## config.mk

```make
export PLATFORM = sky130hd
export DESIGN_NAME = mux16_rr_sched
export DESIGN_NICKNAME = d
export VERILOG_FILES = /design/src/rtl/mux16_rr_sched_pkg.sv /design/src/rtl/mux16_rr_pick.sv /design/src/rtl/mux16_rr_sched.sv
export SDC_FILE = /design/constraint.sdc
export NUM_CORES = 1
export LEC_CHECK = 0
export BUFFER_PORTS_ARGS = -buffer_cell sky130_fd_sc_hd__buf_2
export CAP_MARGIN = 20
export CORE_MARGIN = 1.5
export CORE_UTILIZATION = 53
export CTS_BUF_LIST = sky130_fd_sc_hd__clkbuf_2
export CTS_CLUSTER_SIZE = 25
export DETAILED_ROUTE_END_ITERATION = 12
export GPL_TIMING_DRIVEN = 0
export PLACE_DENSITY_LB_ADDON = 0.1
export SYNTH_ARGS = -nofsm -noshare
export SYNTH_HDL_FRONTEND = slang
export SYNTH_SLANG_ARGS = --single-unit
```

## constraint.sdc

```tcl
create_clock -name clk -period 6.5 [get_ports clk]
set_clock_uncertainty 0.05 [all_clocks]
set_input_delay 0.325 -clock clk [delete_from_list [all_inputs] [get_ports clk]]
set_output_delay 0.325 -clock clk [all_outputs]
set_load 0.05 [all_outputs]
```

## src/rtl/mux16_rr_sched_pkg.sv

```systemverilog
// Shared constants and FSM state encoding for the 16-way round-robin mux scheduler.
package mux16_rr_sched_pkg;

    localparam int N_REQ  = 16;
    localparam int SEL_W  = 4;
    localparam int HOLD_W = 8;

    typedef enum logic {
        ST_IDLE  = 1'b0,
        ST_GRANT = 1'b1
    } state_e;

endpackage

```

## src/rtl/mux16_rr_pick.sv

```systemverilog
// Round-robin pick: lowest requester at or above ptr, wrapping modulo 16.
// Rotate so ptr lands on bit 0, fixed-priority encode, then add ptr back.
module mux16_rr_pick
    import mux16_rr_sched_pkg::*;
(
    input  logic [N_REQ-1:0] req,
    input  logic [SEL_W-1:0] ptr,
    output logic [SEL_W-1:0] idx,
    output logic             found
);

    logic [N_REQ-1:0] w_rot;
    logic [SEL_W-1:0] w_off;

    assign w_rot = N_REQ'({req, req} >> ptr);

    always_comb begin
        w_off = '0;
        for (int i = N_REQ - 1; i >= 0; i--) begin
            if (w_rot[i]) begin
                w_off = SEL_W'(i);
            end
        end
    end

    // Four-bit add wraps naturally, undoing the rotation modulo 16.
    assign idx   = w_off + ptr;
    assign found = |req;

endmodule

```

## src/rtl/mux16_rr_sched.sv

```systemverilog
// Round-robin scheduler in front of a 16:1 single-bit mux: registered one-hot grant,
// select, routed data bit and a hold counter that forces rotation after MAX_HOLD cycles.
//   state    | meaning
//   ST_IDLE  | no grant held, outputs cleared
//   ST_GRANT | one requester owns the mux, gnt/sel/data_out valid
module mux16_rr_sched
    import mux16_rr_sched_pkg::N_REQ;
    import mux16_rr_sched_pkg::HOLD_W;
    import mux16_rr_sched_pkg::state_e;
    import mux16_rr_sched_pkg::ST_IDLE;
    import mux16_rr_sched_pkg::ST_GRANT;
#(
    parameter int N        = 16,
    parameter int SEL_W    = 4,
    parameter int MAX_HOLD = 8
) (
    input  logic              clk,
    input  logic              rst_n,
    input  logic [N-1:0]      req,
    input  logic [N-1:0]      data_in,
    output logic [N-1:0]      gnt,
    output logic [SEL_W-1:0]  sel,
    output logic              gnt_valid,
    output logic              data_out,
    output logic [HOLD_W-1:0] hold_cnt
);

    localparam logic [HOLD_W-1:0] MAX_HOLD_C = HOLD_W'(MAX_HOLD);

    state_e            r_state, w_state_nxt;
    logic [N-1:0]      r_gnt, w_gnt_nxt;
    logic [SEL_W-1:0]  r_sel, w_sel_nxt;
    logic [SEL_W-1:0]  r_ptr, w_ptr_nxt;
    logic              r_gnt_valid, w_valid_nxt;
    logic              r_data_out, w_dout_nxt;
    logic [HOLD_W-1:0] r_hold, w_hold_nxt;

    logic [SEL_W-1:0]  w_pick_ptr;
    logic [SEL_W-1:0]  w_pick_idx;
    logic              w_found;
    logic              w_cur_req;
    logic              w_others;
    logic              w_rotate;

    // While granted, the search always starts just past the owner so it gets lowest priority.
    assign w_pick_ptr = (r_state == ST_GRANT) ? r_sel + 1'b1 : r_ptr;
    assign w_cur_req  = req[r_sel];
    assign w_others   = |(req & ~r_gnt);
    assign w_rotate   = !w_cur_req || ((r_hold == MAX_HOLD_C) && w_others);

    mux16_rr_pick u_pick (
        .req   (req),
        .ptr   (w_pick_ptr),
        .idx   (w_pick_idx),
        .found (w_found)
    );

    always_comb begin
        w_state_nxt = r_state;
        w_ptr_nxt   = r_ptr;
        w_gnt_nxt   = '0;
        w_sel_nxt   = '0;
        w_valid_nxt = 1'b0;
        w_hold_nxt  = '0;
        case (r_state)
            ST_IDLE: begin
                if (w_found) begin
                    w_state_nxt = ST_GRANT;
                    w_gnt_nxt   = N'(1) << w_pick_idx;
                    w_sel_nxt   = w_pick_idx;
                    w_valid_nxt = 1'b1;
                    w_hold_nxt  = HOLD_W'(1);
                end
            end
            ST_GRANT: begin
                if (w_rotate) begin
                    w_ptr_nxt = w_pick_ptr;
                    if (w_found) begin
                        w_gnt_nxt   = N'(1) << w_pick_idx;
                        w_sel_nxt   = w_pick_idx;
                        w_valid_nxt = 1'b1;
                        w_hold_nxt  = HOLD_W'(1);
                    end else begin
                        w_state_nxt = ST_IDLE;
                    end
                end else begin
                    w_gnt_nxt   = r_gnt;
                    w_sel_nxt   = r_sel;
                    w_valid_nxt = 1'b1;
                    w_hold_nxt  = (r_hold < MAX_HOLD_C) ? r_hold + 1'b1 : r_hold;
                end
            end
            default: begin
                w_state_nxt = ST_IDLE;
            end
        endcase
        w_dout_nxt = w_valid_nxt & data_in[w_sel_nxt];
    end

    always_ff @(posedge clk) begin
        if (!rst_n) begin
            r_state     <= ST_IDLE;
            r_ptr       <= '0;
            r_gnt       <= '0;
            r_sel       <= '0;
            r_gnt_valid <= 1'b0;
            r_data_out  <= 1'b0;
            r_hold      <= '0;
        end else begin
            r_state     <= w_state_nxt;
            r_ptr       <= w_ptr_nxt;
            r_gnt       <= w_gnt_nxt;
            r_sel       <= w_sel_nxt;
            r_gnt_valid <= w_valid_nxt;
            r_data_out  <= w_dout_nxt;
            r_hold      <= w_hold_nxt;
        end
    end

    assign gnt       = r_gnt;
    assign sel       = r_sel;
    assign gnt_valid = r_gnt_valid;
    assign data_out  = r_data_out;
    assign hold_cnt  = r_hold;

`ifndef SYNTHESIS
    a_req_known: assert property (@(posedge clk) disable iff (!rst_n) !$isunknown(req));
`endif

endmodule

```

==> flow_summary_export.csv, run 1 <==
group,metric,value,unit
place,hpwl,5920,um
pwr,vdd_ir_drop_max,0.409,mV
die,rows,26,
hold_path,holdPathEnd,"hold_cnt[2]",
pwr,power_frac_seq,0.181,
setup_path,r2r-end,"data_out",
logic_synthesis,seq_area_frac_synth,0.235,
layout,finalInstanceArea,0.00339,sq mm
logic_synthesis,synth_area,0.00289,sq mm
timing,min_period,5420,ps
clock_network,clk_pin_slew_worst_paths,190,ps
logic_synthesis,syn_area_per_cell,9.63,sq um
timing,rsz0062_at_grt,"no",
detailed_routing,routed_wl,7530,um
clock_network,cts-resized-gates,0,
detailed_routing,vias,2672,
clock_network,cts_htree_levels,2,
status,status,"finished, final reports clean",
place,pre_cts_ws,1170,ps
setup_path,r2r_start,"sel[1]",
setup_path,start_kind,"flip-flop",
hold_path,min_path_cells,2,
die,io_pins,64,
setup_path,crit_arrival,5680,ps
timing,report.final.setup_viol,0,
logic_synthesis,synth.area.top_cells,"dfxtp_1 24%, mux4_1 13%, mux2i_1 9.7%, a22o_1 4.8%, mux4_2 4.7%",
setup_path,r2r_cells,18,
clock_network,numClockSinks,34,
clock_network,ctsHoldBuffers,0,
pwr,switching_share,0.507,
hold_path,min_from,"rst_n",
layout,syn2layout_area_growth,17.2,%
pwr,p_int,0.816,mW
logic_synthesis,synth-main-ff-cell,"dfxtp_1",
die,core,0.00517,sq mm
global_route,use_met2,0.443,
place,gp_congestion,0.944,
timing,tightest_slew,788,ps
global_route,met3_usage,0.0440,
detailed_routing,vias_per_cell,6.06,
logic_synthesis,yosysTopAreaCellShare,0.235,
global_route,gr-total-overflow,0,
global_route,grt_usage,0.260,
global_route,grt_start_max_net_pins,13,
layout,postLayoutCoreUtil,0.655,
global_route,grt_pass1_vias,2551,
die,die_area,0.00591,sq mm
logic_synthesis,yosys_warnings,0,
pwr,power_density,489,mW/mm^2
logic_synthesis,syn_inst,300,
timing,fin_tns_setup,0,ps
logic_synthesis,yosys_register_bits,34,
global_route,grt_util_met1,0.323,
logic_synthesis,synth_edf_count,0,
logic_synthesis,synth_commonest_cells,"34 x dfxtp_1, 28 x mux2i_1, 25 x nand2_1",
setup_path,crit_required,6770,ps
setup_path,path_max_fanout,10,
global_route,grt_most_used_layer,"met2",
die,die-width,76.8,um
layout,n_antenna_cell,0,
global_route,grt_pass1_wl,12200,um
clock_network,post_cts_buffers,0,
hold_path,hold_class,"input pin to flip-flop",
setup_path,end_kind,"flip-flop",
timing,fmax,185,MHz
logic_synthesis,syn_nets,341,
pwr,combPwrFrac,0.708,
setup_path,path_class,"flip-flop to flip-flop",
timing,hold_viol,0,
timing,relSlewSlack,0.474,
place,port_buffers,63,
timing,drv_slew,0,
pwr,switchingPower,0.840,mW
clock_network,tritoncts,"yes",
detailed_routing,drc,0,
logic_synthesis,synthArstFlopShare,0,
logic_synthesis,yosysMostFrequentCell,"dfxtp_1",
layout,finalNetCount,411,
clock_network,clock_path_buffers,2,
pwr,p_clk_frac,0.111,
detailed_routing,drt_pass1_iterations,4,
global_route,grt_antenna_before_repair,0,
timing,setup_ws,1080,ps
run,maxCapViolations,0,
clock_network,cts_root_buf,"clkbuf_2",
detailed_routing,drt_iter0_markers,143,
logic_synthesis,ys_types,53,
place,placed_cell_area,0.00329,sq mm
detailed_routing,antenna_left,0,
detailed_routing,avgRoutedWirePerCell,17.1,um
die,initial_utilization,0.559,
logic_synthesis,yosys.area.top_type,"dfxtp_1",
clock_network,clk_latency,400,ps
layout,drive_gt1_frac,0.272,
setup_path,reg2reg_slack,1080,ps
clock_network,cts-buffers-inserted,5,
die,fp.dieH,76.8,um
pwr,power.leakage,1.54,nW
timing,fin_crit_sh,0.833,
[layout make-up]
class                           count  area, sq um
Multi-Input combinational cell    239         2060
Fill cell                         445         1790
Sequential cell                    34          681
Timing Repair Buffer               63          315
Buffer                             12         90.1
Tap cell                           70         87.6
Clock inverter                      3         68.8
Inverter                           15         56.3
Clock buffer                        5         25.0
[kinds of logic (layout without fill, tap and decap cells)]
kind of cell	Yosys count	in the layout	share of synthesized area
muxes	56	56	0.305
and+or+nand+nor	101	101	0.178
adders and majority gates	7	7	0.0329
AOI/OAI and AO/OA	67	67	0.171
buffers and inverters	27	98	0.0506
DFF	34	34	0.235
xor gates and xnor gates	8	8	0.0268
[registers in the layout (all words and copies together) (netlist names)]
name / cells
gnt: 16
hold_cnt: 8
sel: 4
r_ptr: 4
data_out: 1
gnt_valid: 1
[placed cells by master, fill, tap and decap left out, types with 5 or more instances in the layout]
master / n
dfxtp_1: 34
nor2_1: 22
clkbuf_2: 5
nor2b_1: 14
nand2_1: 25
ha_1: 6
a211oi_1: 7
nand3_1: 11
and3_1: 6
inv_1: 15
mux4_1: 14
mux4_2: 6
a22o_1: 16
mux2i_1: 28
xnor2_1: 5
a21oi_1: 9
o21ai_0: 10
buf_2: 67
[power by group through the flow]
stage          sequential, mW  combinational, mW  clock (mW)
5_1_grt                 0.306               1.26       0.195
6_report                0.300               1.17       0.184
4_1_cts                 0.299               1.16       0.187
2_1_floorplan           0.436              0.778           0
3_5_place_dp            0.304               1.16           0
3_3_place_gp            0.302               1.14           0
[worst max-delay path, stage by stage, from the launching register on]
cell and delay [ps]:
dfxtp_1 480, ha_1 280, mux2_4 330, buf_6 170, mux4_1 490, mux2i_1 340
inv_1 100, o21ai_0 240, a21boi_0 250, o21ai_0 120, a21oi_1 150, o22ai_1 130
ha_1 390, and2_1 190, mux2i_2 600, mux2_2 410, o21ai_0 220, a211oi_1 110
mux2_1 300
[worst max path at each step]
stage | endpoint | startpoint | slack (ps) | depth (start not counted)
floorplan | data_out | sel[1] | 1550 | 18
global route | data_out | sel[1] | 770 | 18
detailed placement | data_out | sel[1] | 1170 | 18
global placement | data_out | sel[1] | 1240 | 18
finish | data_out | sel[1] | 1080 | 18
CTS | data_out | sel[1] | 1120 | 18
[metrics by stage]
step	std cells	power, mW	hold WS, ps
floorplan	300	1.21	411
global placement	433	1.44	428
detailed placement	433	1.46	432
CTS	441	1.65	166
global route	441	1.77	175
finish	441	1.66	198
[metal layers]
metal,wire [um],part of all wire,vias to the layer above
li1,-,-,1292
met1,3170,0.42,1269
met2,3720,0.49,98
met3,484,0.064,13
met4,153,0.020,0
met5,0,0,-
No activity file was read; power rests on OpenSTA's default activity.
==> inputs of run 2 (changes only) <==
==> constraint.sdc (replaced) <==
create_clock -name clk -period 5.65 [get_ports clk]
set_clock_uncertainty 0.05 [all_clocks]
set_input_delay 0.2825 -clock clk [delete_from_list [all_inputs] [get_ports clk]]
set_output_delay 0.2825 -clock clk [all_outputs]
set_load 0.05 [all_outputs]
==> flow_summary_export.csv, run 2 (synthesis results as in run 1) <==
group,metric,value,unit
status,status,"finished, final reports clean",
detailed_routing,routed_wl,7630,um
setup_path,start_kind,"flip-flop",
setup_path,max_stage_delay,490,ps
global_route,grt_usage,0.260,
clock_network,clk_latency,400,ps
pwr,vdd_ir_drop_max,0.474,mV
layout,syn2layout_area_growth,17.5,%
setup_path,path_max_fanout,10,
hold_path,hold_class,"input pin to flip-flop",
place,port_buffers,63,
clock_network,cts_htree_levels,2,
global_route,grt_antenna_before_repair,0,
timing,fin_crit_sh,0.928,
global_route,grt_start_max_net_pins,13,
pwr,power_frac_seq,0.180,
place,hpwl,5920,um
layout,finalNonFillerCells,441,
place,gp_congestion,0.944,
setup_path,crit_required,5920,ps
die,rows,26,
layout,layout_common_cells,"67 x buf_2, 34 x dfxtp_1, 28 x mux2i_1",
layout,final_common_cell,"buf_2",
place,dp.cells,433,
setup_path,crit_chain,"ha_1, mux2_4, buf_6, mux4_1, mux2i_1, inv_1, o21ai_0, a21boi_0, o21ai_0, a21oi_1, o22ai_1, ha_1, and2_1, mux2i_4, mux2_2, o21ai_0, a211oi_1, mux2_1",
detailed_routing,antenna_left,0,
clock_network,cts-buffers-inserted,5,
die,die_area,0.00591,sq mm
detailed_routing,vias_per_cell,6.12,
clock_network,cts_root_buf,"clkbuf_2",
layout,finalNetCount,411,
pwr,power.leakage,1.54,nW
setup_path,path_class,"flip-flop to flip-flop",
setup_path,reg2reg_slack,410,ps
pwr,totalPowerFinal,1.92,mW
detailed_routing,avgRoutedWirePerCell,17.3,um
detailed_routing,drt_iter0_markers,146,
die,fp.dieH,76.8,um
die,core,0.00517,sq mm
setup_path,crit_arrival,5520,ps
setup_path,cp_slowest_cell,"mux4_1",
pwr,p_int,0.944,mW
timing,tightest_slew,870,ps
die,io_pins,64,
pwr,p_clk_frac,0.111,
global_route,gr-total-overflow,0,
timing,hold_viol,0,
timing,report.final.setup_viol,0,
layout,n_antenna_cell,0,
die,die-width,76.8,um
setup_path,cp_common_cell,"o21ai_0",
layout,drive_gt1_frac,0.272,
setup_path,end_kind,"flip-flop",
layout,largest_reg_flops,16,
clock_network,clock_path_buffers,2,
detailed_routing,vias,2698,
timing,drv_slew,0,
clock_network,clk_pin_slew_worst_paths,200,ps
global_route,grt_pass1_wl,12200,um
timing,fin_tns_setup,0,ps
detailed_routing,drc,0,
global_route,grt_pass1_vias,2551,
clock_network,post_cts_buffers,0,
detailed_routing,drt_pass1_iterations,4,
clock_network,tritoncts,"yes",
timing,fmax,191,MHz
clock_network,numClockSinks,34,
timing,min_period,5240,ps
pwr,switching_share,0.509,
pwr,switchingPower,0.977,mW
timing,relSlewSlack,0.419,
pwr,power_density,565,mW/mm^2
timing,rsz0062_at_grt,"no",
run,maxCapViolations,0,
pwr,combPwrFrac,0.709,
die,initial_utilization,0.559,
## run 2: cell count changes in the layout (fill, tap and decap cells not counted)
cell     change
mux2i_2      -1
mux2i_4      +1
## run 2: worst max-delay path, delay by kind of cell, from the launching register on
family | cells | cell delay [ps]
multiplexers | 6 | 2250
AO/OA/AOI/OAI | 7 | 1220
adder cells (fa/ha/maj) | 2 | 680
flip-flops | 1 | 480
buffers and inverters | 2 | 270
AND/OR/NAND/NOR | 1 | 210
## run 2: final timing paths
path / start / endpoint / cells after the start
setup / recovery: sel[1] / data_out / 18
hold / removal: rst_n / hold_cnt[2] / 2
setup reg to reg: sel[1] / data_out / 18
hold reg to reg: hold_cnt[6] / hold_cnt[6] / 1
## run 2: timing repair
action | in CTS | in global routing
endpoints found under the hold margin | 0 | 0
hold buffers | 0 | 0
resized for setup | 0 | 1
setup endpoints to repair | 0 | 1
## run 2: final cells by class
| type | count | area [sq um] |
|---|---|---|
| buffer | 12 | 90.1 |
| clock buffer | 5 | 25.0 |
| clock inverter | 3 | 68.8 |
| fill | 444 | 1780 |
| inverter | 15 | 56.3 |
| multi-input combinational | 239 | 2070 |
| sequential | 34 | 681 |
| tap | 70 | 87.6 |
| timing repair buffer | 63 | 315 |
## run 2: power by group through the flow
stage	combinational, mW	clock [mW]	sequential [mW]
detailed placement	1.33	0	0.349
CTS	1.34	0.215	0.344
global route	1.47	0.225	0.352
finish	1.36	0.213	0.346
floorplan	0.895	0	0.501
global placement	1.31	0	0.348
## run 2: routing by layer
metal | track usage | part of all wire | routed length [um]
met1 | 0.323 | 0.44 | 3370
met2 | 0.443 | 0.49 | 3740
met3 | 0.0440 | 0.044 | 339
met4 | 0.107 | 0.024 | 181
met5 | 0 | 0 | 0
## run 2: per-stage QoR
step,worst slack [ps],util,area [sq um],hold WS (ps)
5_1_grt,82.3,0.657,3400,133
4_1_cts,272,0.655,3390,124
3_5_place_dp,317,0.637,3290,432
6_report,407,0.657,3400,147
2_1_floorplan,704,-,2890,369
3_3_place_gp,394,0.637,3290,428
==> inputs of run 3 (changes only) <==
--- a/config.mk
+++ b/config.mk
@@ -7,6 +7,7 @@
 export LEC_CHECK = 0
 export BUFFER_PORTS_ARGS = -buffer_cell sky130_fd_sc_hd__buf_2
 export CAP_MARGIN = 20
+export CORE_ASPECT_RATIO = 1.25
 export CORE_MARGIN = 1.5
 export CORE_UTILIZATION = 53
 export CTS_BUF_LIST = sky130_fd_sc_hd__clkbuf_2
==> flow_summary_export.csv, run 3 (synthesis results as in run 1) <==
group,metric,value,unit
status,status,"finished, final reports clean",
global_route,grt_pass1_wl,12400,um
die,rows,29,
pwr,power_density,543,mW/mm^2
timing,tightest_slew,843,ps
detailed_routing,drt_pass1_iterations,4,
pwr,vdd_ir_drop_max,0.394,mV
layout,layout_common_cells,"67 x buf_2, 34 x dfxtp_1, 28 x mux2i_1",
layout,postLayoutCoreUtil,0.646,
timing,report.final.setup_viol,0,
layout,drive_gt1_frac,0.270,
timing,fmax,190,MHz
layout,finalInstanceArea,0.00333,sq mm
setup_path,path_max_fanout,7,
setup_path,end_kind,"flip-flop",
place,port_buffers,63,
die,die_area,0.00591,sq mm
timing,fin_tns_setup,0,ps
timing,hold_viol,0,
layout,syn2layout_area_growth,15.2,%
setup_path,start_kind,"flip-flop",
timing,setup_ws,387,ps
clock_network,cts-buffers-inserted,5,
detailed_routing,routed_wl,7620,um
clock_network,tritoncts,"yes",
clock_network,clk_pin_slew_worst_paths,180,ps
timing,fin_crit_sh,0.932,
setup_path,crit_required,5920,ps
timing,min_period,5260,ps
timing,relSlewSlack,0.437,
layout,finalNetCount,411,
die,core,0.00515,sq mm
clock_network,ctsHoldBuffers,0,
place,placed_cell_area,0.00328,sq mm
layout,n_antenna_cell,0,
global_route,grt_pass1_vias,2598,
place,dp.cells,425,
place,pre_cts_ws,233,ps
clock_network,numClockSinks,34,
place,hpwl,6010,um
place,gp_congestion,1.00,
detailed_routing,vias_per_cell,6.23,
detailed_routing,drt_iter0_markers,119,
setup_path,crit_arrival,5530,ps
detailed_routing,avgRoutedWirePerCell,17.6,um
detailed_routing,antenna_left,0,
die,initial_utilization,0.561,
setup_path,path_class,"flip-flop to flip-flop",
hold_path,hold_class,"input pin to flip-flop",
detailed_routing,drc,0,
timing,drv_slew,0,
clock_network,post_cts_buffers,0,
die,io_pins,64,
layout,finalNonFillerCells,433,
pwr,power.leakage,1.52,nW
layout,largest_reg_flops,16,
global_route,gr-total-overflow,0,
die,die-width,69.1,um
clock_network,clk_latency,380,ps
timing,rsz0062_at_grt,"no",
detailed_routing,vias,2696,
layout,final_common_cell,"buf_2",
layout,fill_cells,479,
global_route,grt_antenna_before_repair,0,
run,maxCapViolations,0,
clock_network,clock_path_buffers,2,
layout,seqCellArea,681,sq um
clock_network,cts_htree_levels,2,
die,fp.dieH,85.6,um
global_route,grt_start_max_net_pins,11,
clock_network,cts_root_buf,"clkbuf_2",
layout,multiInputGateArea,0.00207,sq mm
global_route,grt_usage,0.259,
run 3: worst max-delay path: stages, from the launching register on:
cell	delay [ps]
dfxtp_1	460
ha_1	270
mux2_4	320
inv_1	190
mux4_2	540
mux2i_1	380
a21boi_0	170
o21a_1	190
o21ai_0	140
a21oi_1	100
o22ai_1	240
ha_1	230
inv_1	60
fa_1	560
nor3_1	90
a21oi_1	500
mux2i_1	260
nor2_1	50
a211oi_1	230
mux2_1	160
run 3: layer usage:
metal	up-vias	global-route usage	part of all wire
met5	-	0	0
met4	0	0.135	0.032
met3	17	0.0329	0.036
met2	70	0.481	0.53
met1	1313	0.289	0.40
li1	1296	-	-
run 3: path summary, 6_finish.rpt:
path	from	to	slack (ps)	cells past startpoint
hold reg to reg	hold_cnt[5]	hold_cnt[5]	450	1
hold / removal	rst_n	sel[3]	170	2
setup / recovery	sel[1]	data_out	390	19
setup reg to reg	sel[1]	data_out	390	19
run 3: cell type report:
| class | instances | area share |
|---|---|---|
| Timing Repair Buffer | 63 | 0.0947 |
| Buffer | 12 | 0.0270 |
| Inverter | 15 | 0.0169 |
| Clock buffer | 6 | 0.00902 |
| Multi-Input combinational cell | 239 | 0.622 |
| Sequential cell | 34 | 0.204 |
| Tap cell | 62 | 0.0233 |
| Clock inverter | 2 | 0.00263 |
run 3: per-stage QoR:
stage / power (mW) / hold WS, ps
2_1_floorplan: 1.40 / 369
3_3_place_gp: 1.67 / 427
3_5_place_dp: 1.68 / 431
4_1_cts: 1.79 / 165
5_1_grt: 1.94 / 187
6_report: 1.81 / 171
run 3: timing repair:
action	in CTS	in global routing
hold endpoints to repair	0	0
resized for setup	0	1
setup endpoints to repair	0	1
run 3: where the power goes:
part / leakage (nW) / switching, mW / total, mW / internal (mW)
Clock: 0.0304 / 0.0811 / 0.112 / 0.0304
Sequential: 0.277 / 0.0464 / 0.344 / 0.298
Combinational: 1.21 / 0.828 / 1.35 / 0.524
